$ cat config.mk
export PLATFORM = sky130hd
export DESIGN_NAME = sha256_digest_tx
export DESIGN_NICKNAME = d
export VERILOG_FILES = /design/src/rtl/sha256_pkg.sv /design/src/rtl/sha256_digest_tx.sv
export SDC_FILE = /design/constraint.sdc
export NUM_CORES = 1
export LEC_CHECK = 0
export BUFFER_PORTS_ARGS = -buffer_cell sky130_fd_sc_hd__buf_2
export CORE_UTILIZATION = 53
export CTS_CLUSTER_SIZE = 28
export DETAILED_ROUTE_END_ITERATION = 10
export HOLD_SLACK_MARGIN = 0.1
export PLACE_DENSITY_LB_ADDON = 0.3
export SYNTH_ARGS = -nofsm -noshare
export SYNTH_HDL_FRONTEND = slang
export SYNTH_SLANG_ARGS = --single-unit
$ cat constraint.sdc
create_clock -name clk -period 1.86 [get_ports clk]
set_input_delay 0.093 -clock clk [delete_from_list [all_inputs] [get_ports clk]]
set_output_delay 0.093 -clock clk [all_outputs]
set_load 0.01 [all_outputs]
$ cat src/rtl/sha256_pkg.sv
// Shared types and constants for the SHA-256 digest transmitter.
package sha256_pkg;

  localparam int unsigned DATA_WIDTH = 32;
  localparam int unsigned L          = 8;

  typedef enum logic [1:0] {
    StIdle,
    StRead,
    StLoad,
    StSend
  } state_e;

  // SHA-256 initial hash values, H0 in the top word.
  localparam logic [DATA_WIDTH*L-1:0] ShaInitHash = {
    32'h6a09e667, 32'hbb67ae85, 32'h3c6ef372, 32'ha54ff53a,
    32'h510e527f, 32'h9b05688c, 32'h1f83d9ab, 32'h5be0cd19
  };

  function automatic logic [DATA_WIDTH-1:0] bswap(input logic [DATA_WIDTH-1:0] w);
    logic [DATA_WIDTH-1:0] r;
    r = '0;
    for (int b = 0; b < int'(DATA_WIDTH / 8); b++) begin
      r[8*b +: 8] = w[int'(DATA_WIDTH) - 8 - 8*b +: 8];
    end
    return r;
  endfunction

endpackage

$ cat src/rtl/sha256_digest_tx.sv
// Streams a captured SHA-256 digest one word per transfer over a valid/ready port.
// Define SHA256_DIGEST_BSWAP_EN to byte-reverse each outgoing word.
module sha256_digest_tx #(
  parameter int unsigned DATA_WIDTH = sha256_pkg::DATA_WIDTH,
  parameter int unsigned L          = sha256_pkg::L
) (
  input  logic                    clk,
  input  logic                    rst_n,
  input  logic                    i_start,
  output logic                    o_RE,
  input  logic [DATA_WIDTH*L-1:0] i_hash,
  output logic [DATA_WIDTH-1:0]   o_data,
  output logic                    o_valid,
  input  logic                    i_ready,
  output logic                    o_last,
  output logic                    o_busy,
  output logic                    o_done
);

  import sha256_pkg::*;

  localparam int unsigned       IdxW    = (L > 1) ? $clog2(L) : 1;
  localparam logic [IdxW-1:0]   LastIdx = IdxW'(L - 1);

  state_e                  state_q, state_d;
  logic [IdxW-1:0]         idx_q, idx_d;
  logic [DATA_WIDTH*L-1:0] hash_q, hash_d;
  logic                    done_q, done_d;
  logic                    re, valid;
  logic [DATA_WIDTH-1:0]   words [L];
  logic [DATA_WIDTH-1:0]   word_sel;

  always_ff @(posedge clk) begin
    if (!rst_n) begin
      state_q <= StIdle;
      idx_q   <= '0;
      hash_q  <= '0;
      done_q  <= 1'b0;
    end else begin
      state_q <= state_d;
      idx_q   <= idx_d;
      hash_q  <= hash_d;
      done_q  <= done_d;
    end
  end

  always_comb begin
    state_d = state_q;
    idx_d   = idx_q;
    hash_d  = hash_q;
    done_d  = 1'b0;
    re      = 1'b0;
    valid   = 1'b0;
    case (state_q)
      StIdle: begin
        if (i_start) state_d = StRead;
      end
      StRead: begin
        re      = 1'b1;
        state_d = StLoad;
      end
      StLoad: begin
        hash_d  = i_hash;
        idx_d   = '0;
        state_d = StSend;
      end
      StSend: begin
        valid = 1'b1;
        if (i_ready) begin
          // Terminate on the compare; the index never wraps within a digest.
          if (idx_q == LastIdx) begin
            state_d = StIdle;
            done_d  = 1'b1;
          end else begin
            idx_d = idx_q + 1'b1;
          end
        end
      end
      default: state_d = StIdle;
    endcase
  end

  // Word 0 is H0, held in the most significant slice of the capture register.
  always_comb begin
    for (int k = 0; k < int'(L); k++) begin
      words[k] = hash_q[DATA_WIDTH*(L-1-k) +: DATA_WIDTH];
    end
  end

`ifdef SHA256_DIGEST_BSWAP_EN
  assign word_sel = bswap(words[idx_q]);
`else
  assign word_sel = words[idx_q];
`endif

  assign o_RE    = re;
  assign o_valid = valid;
  assign o_data  = valid ? word_sel : '0;
  assign o_last  = valid && (idx_q == LastIdx);
  assign o_busy  = (state_q != StIdle);
  assign o_done  = done_q;

endmodule

==> impl_results.md <==
* Clock Path Buffers at 3
* P_sw at 5.84 mW
* Failing checks: design-rule violations, negative setup slack
* Share of power burned in registers at 0.396
* Vias in the first global route at 11,073
* I/O pins at 297
* R2R Path Start: state_q[0]$_SDFFE_PN0P_
* First-pass GRT wire length at 59,400 µm
* Synth warn at 0
* Die width at 149 µm
* Final net count at 1,877
* Worst Clk Skew at 0.0114 ns
* R2R Setup Slk at 0.09 ns
* Total global routing overflow at 0
* Initial cell density of the core at 0.541
* Worst Path Max Fanout at 13
* CTS tree: built
* Worst-margin pin slew at 0.445 ns
* Max Cap Viol at 0
* Lkg Pwr at 7.21 nW
* Initial antenna violation count at 2
* Pwr Density at 1100 nW/µm²
* Placed wire-length estimate at 22,000 µm
* Worst Setup SP: idx_q[1]$_SDFFE_PN0P_
* Arr. time, crit path at 2.08 ns
* Delay of the slowest critical-path stage at 0.57 ns
* Final setup violation count at 33
* Syn Area/Cell at 10.8 µm²
* WS Path Type: reg -> out
* Clock transition at path regs at 0.06 ns
* CP Cell Sequence: buf_12 -> mux4_2 -> o211a_1 -> buf_2
* Power Total at 18.9 mW
* Layout cell share with drive strength beyond 1 at 0.279
* Final ANT Viol Nets at 0
* Global Route Usage Sum at 0.348
* R2R cell count at 6
* CTS buffer count at 28
* Critical Path RT at 1.77 ns
* Buf+Inv Stages, Crit Path at 2
* Total clock sinks at 262
* Vias per cell at 5.55
* CTS root buf: clkbuf_16
* Core ar. at 21,100 µm²
* DR pass1 iterations at 11
* Drt total wl at 39,500 µm
* Unrepaired setup endpoints after global routing: true
* Worst Hold Launch: i_hash[70]
* Top delay family on crit path: multiplexers
* Critical path startpoint category: flop
* Clock latency on the worst-skew pair at 0.53 ns
* CTS H-tree depth at 1
* Residual DRC at 3
* Tightest Hold Check Type: in -> reg
* Area grow syn2layout at 50.7%
* Die area at 22,100 µm²
* Worst r2r dst: hash_q[205]$_SDFFE_PN0N_
* CP Capture Type: output pin
* Routability cong. at 0.872
* Post-synthesis sequential area ratio at 0.459
* Cell Rows at 53
* Slew Limit Fails at 0
* Pint at 13.1 mW
* Post-Syn Nets at 1,321
* Net Sw Frac at 0.308
* DRT iter0 DRCs at 754
* Endpoints failing hold at 0
* Unique masters post-synth at 27
* VDD IR max at 0.758 mV
* IO Port Bufs at 296
* Flops & latches, synth at 262
* Clock power frac at 0.288
* Total stage count of the critical path at 4
* Final Critical Period at 2.18 ns
* Final Core Density at 0.816
* Slew headroom at 0.703
* Slowest cell on the critical path: mux4_2
* Non-Filler Instances at 1,909
* Fin crit share at 1.17
* Post-Syn Instances at 1,055
* WL/cell at 20.7 µm
* Max Freq at 0.459 GHz
* Synth Cell Area at 11,400 µm²
* Detailed-route via count at 10,601
* Worst setup endpoint: o_data[8]
* Height of the die at 149 µm
* Largest net degree at the start of global routing at 70
* Comb power frac at 0.315
* Dpl cells at 1,580
* Final setup margin at -0.317 ns
* Status: finished, violations left
* Worst hold slack at 0.338 ns
## cells by family after synthesis
group,share of synthesized area
AO/OA/AOI/OAI,0.0538
adder cells (fa/ha/maj),0.00657
buffers and inverters,0.0445
flip-flops,0.459
multiplexers,0.344
AND/OR/NAND/NOR,0.0918
## routing by layer
| layer | wire (µm) | global-route usage | vias up | share of wire |
|---|---|---|---|---|
| li1 | - | - | 4837 | - |
| met1 | 16100 | 0.437 | 5122 | 0.41 |
| met2 | 19000 | 0.592 | 502 | 0.48 |
| met3 | 2540 | 0.0474 | 140 | 0.064 |
| met4 | 1880 | 0.166 | 0 | 0.048 |
| met5 | 0 | 0 | - | 0 |
## power groups by stage
| stage | logic, mW | clock network, mW | registers (mW) |
|---|---|---|---|
| floorplan | 3.89 | 0 | 7.26 |
| global placement | 5.06 | 0 | 7.50 |
| detailed placement | 5.20 | 0 | 7.50 |
| CTS | 5.71 | 5.47 | 7.41 |
| global route | 6.38 | 5.72 | 7.60 |
| finish | 5.97 | 5.46 | 7.50 |
## per-stage QoR
| stage | TNS, ns | setup WS, ns | instance area [µm²] |
|---|---|---|---|
| after global placement | 0 | 0.150 | 13300 |
| final | -8.15 | -0.317 | 17200 |
| after global routing | -10.09 | -0.365 | 17200 |
| after CTS | -8.53 | -0.325 | 17100 |
| after floorplan | 0 | 0.391 | 11400 |
| after detailed placement | 0 | 0.130 | 13300 |
## cells in the final DEF, fill, tap and decap left out, types with 3 or more instances in the layout
| master | synthesis | final |
|---|---|---|
| a21oi_1 | 4 | 4 |
| dlygate4sd3_1 | 0 | 259 |
| mux2i_1 | 320 | 318 |
| inv_1 | 4 | 4 |
| buf_16 | 0 | 3 |
| buf_12 | 3 | 18 |
| a22oi_2 | 0 | 18 |
| clkinv_2 | 0 | 3 |
| buf_4 | 4 | 33 |
| mux4_2 | 31 | 32 |
| nor2_1 | 257 | 257 |
| buf_6 | 7 | 9 |
| buf_2 | 34 | 290 |
| dfxtp_1 | 262 | 260 |
| nand3_1 | 3 | 3 |
| clkbuf_8 | 0 | 7 |
| a22oi_1 | 32 | 14 |
| ha_1 | 6 | 3 |
| clkbuf_16 | 0 | 32 |
| o211a_1 | 32 | 32 |
| clkbuf_1 | 40 | 11 |
## sequential cells by signal (all words and copies together), names as in the netlist
register and cells:
hash_q 256, idx_q 3, state_q 2, o_done 1
## what timing repair did
action / 4_1_cts / 5_1_grt
setup buffers: 11 / 3
gates resized for setup: 27 / 21
endpoints found under the setup margin: 33 / 33
hold buffers: 259 / 0
pin swaps: 3 / 12
hold endpoints to repair: 262 / 0
gates cloned: 2 / 2
## worst min path at each step
stage | endpoint | slack, ns | cells past startpoint
2_1_floorplan | idx_q[0]$_SDFFE_PN0P_ | 0.21 | 1
3_3_place_gp | hash_q[217]$_SDFFE_PN0N_ | 0.32 | 3
3_5_place_dp | hash_q[144]$_SDFFE_PN0N_ | 0.33 | 3
4_1_cts | hash_q[198]$_SDFFE_PN0N_ | 0.32 | 4
5_1_grt | hash_q[12]$_SDFFE_PN0N_ | 0.35 | 4
6_report | hash_q[70]$_SDFFE_PN0N_ | 0.34 | 4
## worst register-to-register path: stages, from the launching register on
cell     delay (ns)
dfxtp_1        0.37
inv_1          0.14
ha_4           0.22
buf_12         0.26
buf_4          0.28
mux2i_1        0.28
nor2_1         0.10
## cell type report
| type | instances | area [µm²] |
|---|---|---|
| diodes | 2 | 5.00 |
| clock buffers | 48 | 888 |
| clock inverters | 3 | 15.0 |
| fillers | 1175 | 3880 |
| inverters | 5 | 26.3 |
| multi-input cells | 700 | 5790 |
| flip-flops and latches | 262 | 5250 |
| well taps | 275 | 344 |
| repair buffers | 614 | 4890 |
## cells in the mapped netlist, drive strengths merged
cell	number	area (µm²)
o211a	32	320
ha	6	75.1
mux2i	320	3200
mux4	32	724
a21o	1	7.51
a21oi	4	20.0
nor2b	1	6.26
nand4b	2	17.5
clkbuf	40	150
and3	2	12.5
nand2b	2	12.5
o21a	1	7.51
dfxtp	262	5250
inv	5	18.8
and2	2	12.5
a21bo	1	10.0
a311oi	1	8.76
a22oi	32	240
buf	48	339
nand3	3	15.0
nand3b	1	7.51
nor2	257	965
(Power assumes the default switching activity.)
